**src/rtl/lcd_bus_driver.sv**
```systemverilog
// Purpose: executes 10-bit LCD instruction words as RS/DB setup, E strobe, hold and execution delay on a write-only HD44780-style bus.
// Latency: done POWERUP_CYC cycles after reset release; done N+1+SETUP_CYC+E_HIGH_CYC+HOLD_CYC+wait_cycles for an accept edge in cycle N.
// Backpressure: none; a start edge while busy is dropped and flagged by a one-cycle overrun pulse.
module lcd_bus_driver #(
  parameter int unsigned POWERUP_CYC = 750000,
  parameter int unsigned SETUP_CYC   = 2,
  parameter int unsigned E_HIGH_CYC  = 12,
  parameter int unsigned HOLD_CYC    = 1
) (
  input  logic        clk,
  input  logic        rst,
  input  logic        start,
  input  logic [9:0]  cmd,
  input  logic [16:0] wait_cycles,
  output logic        done,
  output logic        busy,
  output logic        overrun,
  output logic        lcd_e,
  output logic        lcd_rs,
  output logic        lcd_rw,
  output logic [7:0]  lcd_db
);

  typedef enum logic [2:0] {
    PWRUP = 3'd0,
    IDLE  = 3'd1,
    SETUP = 3'd2,
    EHIGH = 3'd3,
    HOLD  = 3'd4,
    WAIT  = 3'd5
  } state_t;

  // Terminal counts: power-up counts up from 0, every other phase counts down to 0.
  localparam logic [19:0] PWR_LAST   = 20'(POWERUP_CYC - 1);
  localparam logic [19:0] SETUP_LAST = 20'(SETUP_CYC - 1);
  localparam logic [19:0] EHIGH_LAST = 20'(E_HIGH_CYC - 1);
  localparam logic [19:0] HOLD_LAST  = 20'(HOLD_CYC - 1);

  state_t      state;
  state_t      state_n;
  logic [19:0] cnt;
  logic [19:0] cnt_n;
  logic        start_q;
  logic        start_edge;
  logic        accept;
  logic [16:0] wait_q;
  logic        done_n;
  logic        lcd_e_n;
  logic        overrun_n;

  // Bit 8 of the instruction word carries no meaning on the bus.
  logic cmd8_unused;
  assign cmd8_unused = cmd[8];

  assign start_edge = start && !start_q;
  assign busy       = (state != IDLE);
  assign lcd_rw     = 1'b0;

  // State and shared phase counter register.
  always_ff @(posedge clk or negedge rst) begin
    if (!rst) begin
      state <= PWRUP;
      cnt   <= '0;
    end else begin
      state <= state_n;
      cnt   <= cnt_n;
    end
  end

  // Next-state, counter load/step and next values of the registered strobes.
  always_comb begin
    state_n   = state;
    cnt_n     = cnt;
    accept    = 1'b0;
    case (state)
      PWRUP: begin
        if (cnt == PWR_LAST) begin
          state_n = IDLE;
          cnt_n   = '0;
        end else begin
          cnt_n = cnt + 20'd1;
        end
      end
      IDLE: begin
        // An edge in the done cycle itself is accepted: the sequencer chains off done.
        if (start_edge) begin
          accept  = 1'b1;
          state_n = SETUP;
          cnt_n   = SETUP_LAST;
        end
      end
      SETUP: begin
        if (cnt == '0) begin
          state_n = EHIGH;
          cnt_n   = EHIGH_LAST;
        end else begin
          cnt_n = cnt - 20'd1;
        end
      end
      EHIGH: begin
        if (cnt == '0) begin
          state_n = HOLD;
          cnt_n   = HOLD_LAST;
        end else begin
          cnt_n = cnt - 20'd1;
        end
      end
      HOLD: begin
        if (cnt == '0) begin
          if (wait_q == '0) begin
            state_n = IDLE;
            cnt_n   = '0;
          end else begin
            state_n = WAIT;
            cnt_n   = {3'b000, wait_q} - 20'd1;
          end
        end else begin
          cnt_n = cnt - 20'd1;
        end
      end
      WAIT: begin
        if (cnt == '0) begin
          state_n = IDLE;
          cnt_n   = '0;
        end else begin
          cnt_n = cnt - 20'd1;
        end
      end
      default: begin
        state_n = PWRUP;
        cnt_n   = '0;
      end
    endcase
    done_n    = (state_n == IDLE) && (state != IDLE);
    lcd_e_n   = (state_n == EHIGH);
    overrun_n = start_edge && (state != IDLE);
  end

  // Start edge history and registered, glitch-free status/strobe outputs.
  always_ff @(posedge clk or negedge rst) begin
    if (!rst) begin
      start_q <= 1'b0;
      done    <= 1'b0;
      overrun <= 1'b0;
      lcd_e   <= 1'b0;
    end else begin
      start_q <= start;
      done    <= done_n;
      overrun <= overrun_n;
      lcd_e   <= lcd_e_n;
    end
  end

  // Capture RS/DB and the execution delay on accept; the bus holds them until the next accept.
  always_ff @(posedge clk or negedge rst) begin
    if (!rst) begin
      lcd_rs <= 1'b0;
      lcd_db <= '0;
      wait_q <= '0;
    end else if (accept) begin
      lcd_rs <= cmd[9];
      lcd_db <= cmd[7:0];
      wait_q <= wait_cycles;
    end
  end

endmodule

```
**config.mk**
```make
export PLATFORM = sky130hd
export DESIGN_NAME = lcd_bus_driver
export DESIGN_NICKNAME = d
export VERILOG_FILES = /design/src/rtl/lcd_bus_driver.sv
export SDC_FILE = /design/constraint.sdc
export NUM_CORES = 1
export LEC_CHECK = 0
export BUFFER_PORTS_ARGS = -buffer_cell sky130_fd_sc_hd__buf_2
export CORE_MARGIN = 2
export CORE_UTILIZATION = 60
export CTS_CLUSTER_SIZE = 20
export DETAILED_ROUTE_END_ITERATION = 16
export GPL_TIMING_DRIVEN = 0
export PLACE_DENSITY = 0.84
export SLEW_MARGIN = 5
export SYNTH_ARGS = -nofsm -noshare
export SYNTH_HDL_FRONTEND = slang
export SYNTH_SLANG_ARGS = --single-unit
```
**constraint.sdc**
```tcl
create_clock -name clk -period 3.1 [get_ports clk]
set_input_delay 0.31 -clock clk [delete_from_list [all_inputs] [get_ports clk]]
set_output_delay 0.31 -clock clk [all_outputs]
set_load 0.01 [all_outputs]
```
---- After elaboration in Yosys (flattened, before gate mapping) ----
Index checks and enable logic that the tools add are counted.
storage, ports and cells
  bits in registers ....................... 53
  latch bits .............................. 0
  memory bits (writable) .................. 0
  ROM bits ................................ 0
  input port bits ......................... 30
  output and inout port bits .............. 14
  memories kept ........................... 0
cells by class
  add/subtract/negate cells ............... 3
  multiply operators ...................... 0
  div/mod/pow operators ................... 0
  magnitude comparators ................... 0
  equal/unequal tests ..................... 10
  shift operators ......................... 0
  muxes and demuxes ....................... 17
  bitwise gates (word level) .............. 0
  reduce and logical (&&, ||, !) cells .... 8
operators with widths
  cell                     count
  $mux W20                 6
  $pmux W20 S5             1
  $mux W3                  7
  $add A20 B1 Y20 const B  1
  $eq A20 B20 Y1 const B   1
  $logic_not A20 Y1        1
  $sub A20 B1 Y20 const B  1
  $pmux W3 S6              1
  $sub A17 B1 Y18 const B  1
  $logic_not A17 Y1        1
  $eq A3 B2 Y1 const B     3
  $eq A3 B1 Y1 const B     2
  $eq A3 B3 Y1 const B     2
  $logic_and A1 B1 Y1      3
  $logic_not A3 Y1         1
  $ne A3 B1 Y1 const B     1
  $mux W1                  2
  $ne A2 B2 Y1 const B     1
  $reduce_or A2 Y1         1
  $logic_not A1 Y1         1

---- Depth between registers and ports, before layout ----
Gate-level depths: netlist of the first run.
  word-level depth ........................ 6
  mapped depth ............................ 8

---- Least setup slack after synthesis of the first run ----
OpenSTA, ideal clock, no wires.
  path kind ............................... register to register
  from .................................... register wait_q[7]
  to ...................................... register cnt[6]
  arrival time ............................ 1.969 ns
  required time ........................... 2.974 ns
  slack ................................... 1.005 ns
  stages on the path, launching flop included .. 7
  buffers on the path ..................... 0
  clock period less this slack ............ 2.095 ns
  path through ............................ dfrtp_1 -> or4_4 -> o41ai_4 -> nor2_2 -> nand2_4 -> o22ai_2 -> a221o_1
on the way
  cells in the longest elaborated chain, start to end .. 4
ends and longest elaborated chain
  element                 line  source
  from (decl)             46    logic [16:0] wait_q;
  from (signal assigned)  163   wait_q <= wait_cycles;
  $logic_not A17 Y1       110   if (wait_q == '0) begin
  $mux W20                110
  $mux W20                109   if (cnt == '0) begin
  $pmux W20 S5            75    case (state)
  to (signal assigned)    66    cnt <= cnt_n;
  to (decl)               41    logic [19:0] cnt;
No other way between the ends.
A chain may end at the register's enable or synchronous reset.

---- Final worst setup path of the first run ----
  from .................................... register cnt[15]
  to ...................................... register cnt[14]
on the way
  cells in the longest elaborated chain, start to end .. 3
  elaborated cells on any way between the ends .. 7
  classes of those cells .................. 1 x eq/ne; 5 x mux; 1 x reduce/logical
ends and longest elaborated chain
  element                                              line
  $eq A20 B20 Y1 or $logic_not A20 Y1 (tied branches)  --
  $mux W20, on equally long branches                   --
  $pmux W20 S5 *                                       75
Mark *: on every way between the ends. The rest lies on a longest branch, timed or not.

==> results of run 1 <==
## cell type report
class	instances	share of cell area (%)
clock buffers	6	2.085
flip-flops and latches	53	33.49
well taps	75	2.370
inverters	7	0.6635
repair buffers	41	5.245
multi-input cells	290	52.64
clock inverters	2	0.4423
plain buffers	25	3.065
## cell families (layout without fill, tap and decap cells)
family	Yosys count	after routing	synth area share [%]
other	1	1	0.1054
and+or+nand+nor	146	146	24.40
xor gates and xnor gates	23	23	5.661
AOI/OAI and AO/OA	88	88	18.14
adders and majority gates	5	5	1.758
DFF	53	53	37.27
buffers and inverters	32	81	4.149
muxes	27	27	8.509
## cell usage in the layout, fill, tap and decap left out, types with 5 or more instances in the layout
cell,synthesis,layout
nor2_1,30,30
a21oi_1,13,13
inv_1,7,7
buf_2,7,47
and3_1,6,6
mux2_2,26,26
xnor2_1,13,13
clkbuf_8,0,6
nand2_1,31,31
o221ai_1,5,5
nor3_1,9,9
o21ai_0,19,19
nor4_1,9,9
ha_1,5,5
a22oi_1,7,7
o22ai_1,6,6
dfrtp_1,53,53
xor2_1,10,10
nand3_1,11,11
or2_2,5,5
clkbuf_1,14,14
## path summary, 6_finish.rpt
| path | endpoint | slack [ns] | cells past startpoint |
|---|---|---|---|
| worst max-delay path | cnt[14] | 0.49 | 8 |
| worst min register to register | lcd_db[7] | 0.51 | 1 |
| max in group asynchronous | lcd_db[3] | 2.62 | 1 |
| worst min-delay path | cnt[19] | 0.02 | 1 |
| min in group clk | start_q | 0.13 | 1 |
| worst max register to register | cnt[14] | 0.49 | 8 |
## per-layer routing
metal,up-vias,track usage (%),wire (um)
met4,0,8.644,159
met1,1535,38.57,3766
met2,164,48.43,4221
met5,-,0,0
met3,15,4.667,717
li1,1480,-,-
## power breakdown
part | switching (mW) | total, mW | internal, mW
Combinational | 0.0201 | 0.0351 | 0.0151
Sequential | 0.000382 | 0.693 | 0.692
Clock | 0.247 | 0.434 | 0.186
## registers in the layout, summed over array words and instances, names as in the netlist
name / count
cnt: 20
done: 1
lcd_db: 8
lcd_e: 1
lcd_rs: 1
overrun: 1
start_q: 1
state: 3
wait_q: 17
## metrics by stage
stage	power [mW]	util (%)
4_1_cts	1.166	68.05
3_5_place_dp	0.7426	66.33
3_3_place_gp	0.7410	66.33
5_1_grt	1.193	68.09
2_1_floorplan	0.7105	-
6_report	1.161	68.09
==> results_dict.tcl, run 1 <==
set metrics [dict create \
    drtIter0Drc 260 \
    crit_buf_inv 2 \
    hold_viol_final 0 \
    io_buffer_count 41 \
    first_global_vias 3089 \
    slew_viol_final 0 \
    synth.distinct_cells 70 \
    ys_top_cells_by_area "dfrtp_1 (37%), mux2_2 (8.2%), nand2_1 (3.3%), xnor2_1 (3.2%), nor2_1 (3.2%)" \
    vias 3194 \
    synth_nets 410 \
    grt_first_pass_wirelength_mm 14.62 \
    stdcell_count 499 \
    cellLeakagePower_nw 1.855 \
    dr.pass1.iters 7 \
    viasPerCell 6.401 \
    core_sq_um 5816 \
    synth_top_area_share_pct 37.27 \
    synth_common_cells "dfrtp_1 (53), nand2_1 (31), nor2_1 (30)" \
    critPathMaxFanout 10 \
    hp-class "primary input to asynchronous set/reset pin" \
    die_w_um 81.01 \
    nNetsFinal 458 \
    fillers 489 \
    fmax_mhz 383.4 \
    critPathKind "register to register" \
    crit_path_max_incr_delay_ns 0.45 \
    final.period_utilization_pct 84.13 \
    worstSetupStartpoint "cnt[15]" \
    finish.instance_area_sq_um 3960 \
    ctsLongestPathBuffers 2 \
    syn_area_sq_um 3558 \
    finalCriticalPeriod_ns 2.608 \
    crit_path_frequent_cell "clkbuf_1" \
    ir_drop_uv 233.4 \
    synth.yosys.seq_area_share_pct 37.27 \
    cts_resized 0 \
    htreeDepth 2 \
    end_kind "register" \
    ff_latch_area_sq_um 1326 \
    diodes 0 \
    crit_slowest_cell "nor4bb_1" \
    outcome "finished, final reports clean" \
    hold_slack_ns 0.01526 \
    routedWlPerCell_um 17.76 \
    gp_congestion 0.9509 \
    relSlewSlack_pct 55.38 \
    drive_gt1_share_pct 26.89 \
    rsz0062_at_grt "no" \
    cp-start-kind "register" \
    r2r_start "cnt[15]" \
    root_buffer "clkbuf_8" \
    syn_area_per_cell_sq_um 9.489 \
    multi_input_area_sq_um 2085 \
    drtAntennaViolNets 0 \
    path_clk_slew_ns 0.11 \
    placed_area_sq_um 3857 \
    worstSkewPairLatency_ns 0.31 \
    grt_start_max_net_pins 54 \
    dpl_worst_slack_ns 0.5978 \
    syn_inst 375 \
    hold_buffers 0 \
    track_usage_pct 28.89 \
    dp_hpwl_mm 6.536 \
    cap_violations 0 \
    setup_slack_ns 0.4921 \
    drc 0 \
    cts-buffers-inserted 5 \
    yosysWarningCount 0 \
    synth_ff_type "dfrtp_1" \
    initial_core_util_pct 61.19 \
    synth_edf_count 0 \
    die_h_um 81.01 \
    wl_mm 8.864 \
    fin_skew_ns 0.01247 \
    worstMarginPinSlew_ns 0.6694 \
    dp_cells 491 \
    area_delta_synth_final_pct 11.29 \
    required_ns 3.29 \
    powerDensity_nw_per_um2 293.3 \
    rows 28 \
    synth_seq_cells 53 \
    ioPinCount 44 \
    critPathTopFamily "compound AO/OA/AOI/OAI gates" \
    finalSetupTns_ns 0 \
    clock-sinks 53 \
    cp.arrival_ns 2.80 \
    cts_setup_buffers 0 \
    crit_path_cell_trace "clkbuf_1, nor4bb_1, nand4_1, o21ai_1, clkbuf_1, o211ai_1, o21ai_0, o221ai_1" \
    dieArea_sq_um 6563 \
    synth_area_leader_cell "dfrtp_1" \
    cts_tree "done" \
    setup_viol 0 \
    async_reset_ff_share_pct 100.0 \
    gr-total-overflow 0 \
    synth.most_common_cell "dfrtp_1" \
    antenna_found_initial 0 \
]
(Power assumes the default switching activity.)
==> run 2, diff against run 1 <==
Settings changed: CORE_UTILIZATION 60 to 59, PLACE_DENSITY 0.84 to 0.83.
Clock period 3.1 ns to 2.4 ns, I/O delays scaled along.
==> run 2 against run 1 <==
  * The run now ends with negative hold slack left
  * Clock skew shrank 0.0070 ns
  * Critical path depth is the same
  * Register-to-register slack lost 0.44 ns
  * Combinational power grew 31%
  * Via count grew 1.6%
  * Worst hold slack lost 0.071 ns
==> results_dict.tcl, run 2 (synthesis gave the netlist of run 1 again) <==
set metrics [dict create \
    outcome "finished, violations left" \
    failed_checks "negative hold slack" \
    fillers 465 \
    top_register "cnt" \
    seqPwrFrac_pct 59.9 \
    dieArea_sq_um 6668 \
    wl_mm 9.404 \
    multi_input_area_sq_um 2150 \
    dp_hpwl_mm 6.821 \
    ir_drop_uv 299.9 \
    r2r_start "cnt[11]" \
    ff_latch_area_sq_um 1329 \
    io_buffer_count 41 \
    routedWlPerCell_um 18.62 \
    end_kind "register" \
    clock-sinks 53 \
    powerDensity_nw_per_um2 364.3 \
    critPathKind "register to register" \
    fin_skew_ns 0.005448 \
    fin_util_pct 69.66 \
    root_buffer "clkbuf_8" \
    critPathMaxFanout 10 \
    finalCriticalPeriod_ns 2.353 \
    grt_start_max_net_pins 54 \
    track_usage_pct 29.25 \
    layout_commonest_cell "dfrtp_1" \
    htreeDepth 2 \
    drc 0 \
    fmax_mhz 425.1 \
    cap_violations 0 \
    ctsLongestPathBuffers 2 \
    cp.arrival_ns 2.53 \
    p_comb_share_pct 3.1 \
    setup_viol 0 \
    nNetsFinal 464 \
    cp-start-kind "register" \
    worstSkewPairLatency_ns 0.31 \
    drive_gt1_share_pct 32.33 \
    gr-total-overflow 0 \
    final.period_utilization_pct 98.02 \
    setup_slack_ns 0.04741 \
    worstMarginPinSlew_ns 0.6697 \
    area_delta_synth_final_pct 15.22 \
    slew_viol_final 0 \
    relSlewSlack_pct 55.36 \
    clkPwrFrac_pct 37.0 \
    gp_congestion 0.9156 \
    initial_core_util_pct 60.46 \
    dr.pass1.iters 5 \
    grt_first_pass_wirelength_mm 14.92 \
    hold_viol_final 53 \
    internal-power_mw 1.154 \
    vias 3245 \
    first_global_vias 3096 \
    die_h_um 81.66 \
    dpl_worst_slack_ns -0.07258 \
    rrSetupSlack_ns 0.05 \
    cts-buffers-inserted 5 \
    viasPerCell 6.426 \
    reg2reg_depth 8 \
    switching_power_mw 0.3401 \
    drtAntennaViolNets 0 \
    hold_slack_ns -0.05598 \
    drtIter0Drc 356 \
    rows 28 \
    diodes 0 \
    die_w_um 81.66 \
    switching_share_pct 22.77 \
    top_regs "cnt: 20 flops, wait_q: 17 flops, lcd_db: 8 flops" \
    antenna_found_initial 0 \
    crit_path_max_incr_delay_ns 0.37 \
    ioPinCount 44 \
    mostFrequentLayoutCells "dfrtp_1 (51), buf_2 (47), nand2_1 (31)" \
    cellLeakagePower_nw 1.943 \
    r2r_end "cnt[16]" \
    cts_tree "done" \
    hp-class "primary input to asynchronous set/reset pin" \
    largest_reg_flops 20 \
    path_clk_slew_ns 0.10 \
    crit_path_cell_trace "clkbuf_1, nor3_4, nand4_4, o22ai_2, buf_2, o21ai_0, a21oi_1, o221ai_1" \
    core_sq_um 5886 \
    required_ns 2.58 \
    crit_slowest_cell "dfrtp_1" \
]
[run 2: cell type report]
type / instances / share of cell area (%)
flip-flops and latches: 53 / 32.41
clock inverters: 2 / 0.4272
clock buffers: 6 / 2.014
plain buffers: 21 / 2.899
inverters: 7 / 0.6408
multi-input cells: 290 / 52.43
repair buffers: 51 / 6.897
well taps: 75 / 2.289
[run 2: worst max path at each step]
stage | startpoint | to | slack, ns | cells after the start
after floorplan | wait_q[7] | cnt[6] | 0.30 | 6
after global placement | cnt[15] | cnt[14] | -0.15 | 8
after detailed placement | cnt[11] | cnt[16] | -0.07 | 8
after CTS | cnt[15] | cnt[11] | 0.005 | 7
after global routing | wait_q[0] | cnt[4] | -0.005 | 9
final | cnt[11] | cnt[16] | 0.05 | 8
[run 2: metrics by stage]
step	setup TNS, ns	cells	area, sq um	total power, mW	hold WS [ns]
final	0	505	4100	1.494	-0.05598
after global routing	-0.008803	505	4100	1.540	0.02180
after CTS	0	499	3978	1.506	0.05459
after detailed placement	-0.2887	491	3857	0.9597	0.3835
after global placement	-0.9331	491	3857	0.9570	0.3744
after floorplan	0	375	3558	0.9177	-0.05559
[run 2: what timing repair did]
| item | 4_1_cts | 5_1_grt |
|---|---|---|
| cloned | 0 | 0 |
| hold buffers | 0 | 0 |
| pin swaps | 0 | 8 |
| setup buffers | 0 | 10 |
| endpoints found under the setup margin | 12 | 37 |
| gates resized for setup | 4 | 22 |
[run 2: critical path: cells and delay by family, from the launching register on]
kind	cells	cell delay [ns]
buffers and inverters	2	0.52
AND/OR/NAND/NOR	2	0.51
AO/OA/AOI/OAI	4	0.83
flip-flops	1	0.37
[run 2: power groups by stage]
stage / clock, mW / sequential [mW] / combinational, mW
final: 0.553 / 0.895 / 0.0460
after global routing: 0.591 / 0.895 / 0.0535
after CTS: 0.564 / 0.895 / 0.0476
after detailed placement: 0 / 0.912 / 0.0474
after global placement: 0 / 0.912 / 0.0449
after floorplan: 0 / 0.913 / 0.00486
[run 2: per-layer routing]
| layer | wire length (um) | track usage, % | vias up |
|---|---|---|---|
| li1 | - | - | 1488 |
| met2 | 4685 | 50.66 | 165 |
| met3 | 627 | 3.187 | 19 |
| met1 | 3955 | 39.05 | 1573 |
| met5 | 0 | 0 | - |
| met4 | 136 | 8.000 | 0 |
==> run 3, diff against run 2 <==
==> constraint.sdc (replaced) <==
create_clock -name clk -period 2.4 [get_ports clk]
set_input_delay 0.12 -clock clk [delete_from_list [all_inputs] [get_ports clk]]
set_output_delay 0.12 -clock clk [all_outputs]
set_load 0.01 [all_outputs]
==> run 3 against run 2 <==
  * Largest power group unchanged
  * Critical path type unchanged
  * The run now ends clean
  * Non-clock buffer count is 2 higher
  * First-iteration DRC count is 18% lower
  * Sequential cell count stayed put
  * Critical path depth stayed put
  * Clock power hardly changed
==> results_dict.tcl, run 3 (synthesis gave the netlist of run 1 again) <==
set metrics [dict create \
    layout_commonest_cell "dfrtp_1" \
    dieArea_sq_um 6668 \
    initial_core_util_pct 60.46 \
    final.period_utilization_pct 97.42 \
    cellLeakagePower_nw 1.952 \
    core_sq_um 5886 \
    met3_length_um 582 \
    fillers 464 \
    vias 3262 \
    required_ns 2.58 \
    root_buffer "clkbuf_8" \
    slew_viol_final 0 \
    crit_slowest_cell "dfrtp_1" \
    dpl_worst_slack_ns -0.07258 \
    ff_latch_area_sq_um 1329 \
    nNetsFinal 466 \
    wl_mm 9.427 \
    htreeDepth 2 \
    fin_util_pct 70.00 \
    drtIter0Drc 293 \
    antenna_found_initial 0 \
    end_kind "register" \
    dr.pass1.iters 5 \
    fin_skew_ns 0.007665 \
    ir_drop_uv 298.6 \
    top_register "cnt" \
    crit_path_cell_trace "buf_4, nor4_4, nand4_4, o22ai_2, buf_2, o21ai_0, a21oi_1, o221ai_1" \
    first_global_vias 3098 \
    rrSetupSlack_ns 0.06 \
    powerDensity_nw_per_um2 363.9 \
    finalSetupTns_ns 0 \
    stdcell_count 507 \
    setup_viol 0 \
    dp_hpwl_mm 6.821 \
    grt_start_max_net_pins 54 \
    cp-start-kind "register" \
    viasPerCell 6.434 \
    hp-class "primary input to register" \
    diodes 0 \
    path_clk_slew_ns 0.10 \
    rows 28 \
    die_w_um 81.66 \
    io_buffer_count 41 \
    area_delta_synth_final_pct 15.79 \
    critPathMaxFanout 10 \
    ioPinCount 44 \
    outcome "finished, final reports clean" \
    relSlewSlack_pct 56.03 \
    routedWlPerCell_um 18.59 \
    top_regs "cnt: 20 flops, wait_q: 17 flops, lcd_db: 8 flops" \
    mostFrequentLayoutCells "dfrtp_1 (51), buf_2 (47), nand2_1 (31)" \
    gr-total-overflow 0 \
    fmax_mhz 427.7 \
    cap_violations 0 \
    drive_gt1_share_pct 32.18 \
    hold_viol_final 0 \
    largest_reg_flops 20 \
    die_h_um 81.66 \
    cts-buffers-inserted 5 \
    ctsLongestPathBuffers 2 \
    placed_area_sq_um 3857 \
    clock-sinks 53 \
    finalCriticalPeriod_ns 2.338 \
    drtAntennaViolNets 0 \
    wl_met1_mm 4.008 \
    routed.top_layer "met4" \
    worstMarginPinSlew_ns 0.6596 \
    met2RoutedLength_mm 4.704 \
    track_usage_pct 29.25 \
    crit_path_max_incr_delay_ns 0.37 \
    dp_cells 491 \
    grt_first_pass_wirelength_mm 14.92 \
    worstSkewPairLatency_ns 0.31 \
    drc 0 \
    cp.arrival_ns 2.52 \
    finish.instance_area_sq_um 4120 \
    setup_slack_ns 0.06202 \
    critPathKind "register to register" \
    multi_input_area_sq_um 2150 \
    gp_congestion 0.9156 \
    cts_tree "done" \
]
## run 3: cell types whose count changed in the layout (fill, tap and decap cells not counted)
cell and change:
dlygate4sd3_1 +2
## run 3: worst paths after layout
| check | start | endpoint | cells after the start |
|---|---|---|---|
| worst max-delay path | cnt[4] | cnt[16] | 8 |
| worst min-delay path | wait_cycles[2] | wait_q[2] | 2 |
| worst max register to register | cnt[4] | cnt[16] | 8 |
| worst min register to register | lcd_rs | lcd_rs | 1 |
| max in group asynchronous | rst | cnt[16] | 2 |
| min in group asynchronous | rst | cnt[3] | 2 |
## run 3: repair_timing
item | CTS | global route
buffers inserted | 0 | 10
hold buffers | 1 | 1
setup endpoints to repair | 12 | 37
pin swaps | 0 | 8
resized for setup | 4 | 22
hold endpoints to repair | 1 | 53
## run 3: where the power goes
part           total [mW]  internal (mW)  switching, mW
logic              0.0484         0.0216         0.0268
registers           0.895          0.894       0.000639
clock network       0.556          0.240          0.316
## run 3: layer usage
| metal | vias to the layer above | global-route usage (%) |
|---|---|---|
| met4 | 0 | 8.000 |
| met2 | 160 | 50.66 |
| li1 | 1495 | - |
| met1 | 1592 | 39.05 |
| met5 | - | 0 |
| met3 | 15 | 3.187 |
## run 3: area by class of cell
| cell class | count | share of cell area [%] |
|---|---|---|
| multi-input cells | 290 | 52.17 |
| flip-flops and latches | 53 | 32.25 |
| repair buffers | 53 | 7.349 |
| plain buffers | 21 | 2.885 |
| well taps | 75 | 2.278 |
| clock buffers | 6 | 2.004 |
| inverters | 7 | 0.6377 |
| clock inverters | 2 | 0.4251 |
## run 3: worst max-delay path: cells and delay by family, from the launching register on
| family | cells | cell delay [ns] |
|---|---|---|
| and+or+nand+nor | 2 | 0.58 |
| buffers and inverters | 2 | 0.47 |
| DFF | 1 | 0.37 |
| AOI/OAI and AO/OA | 4 | 0.78 |
## run 3: metrics by stage
stage	total power [mW]	hold slack, ns
floorplan	0.9177	-0.1756
global placement	0.9570	0.2544
detailed placement	0.9597	0.2635
CTS	1.508	0.03069
global route	1.542	0.03286
finish	1.499	0.03371
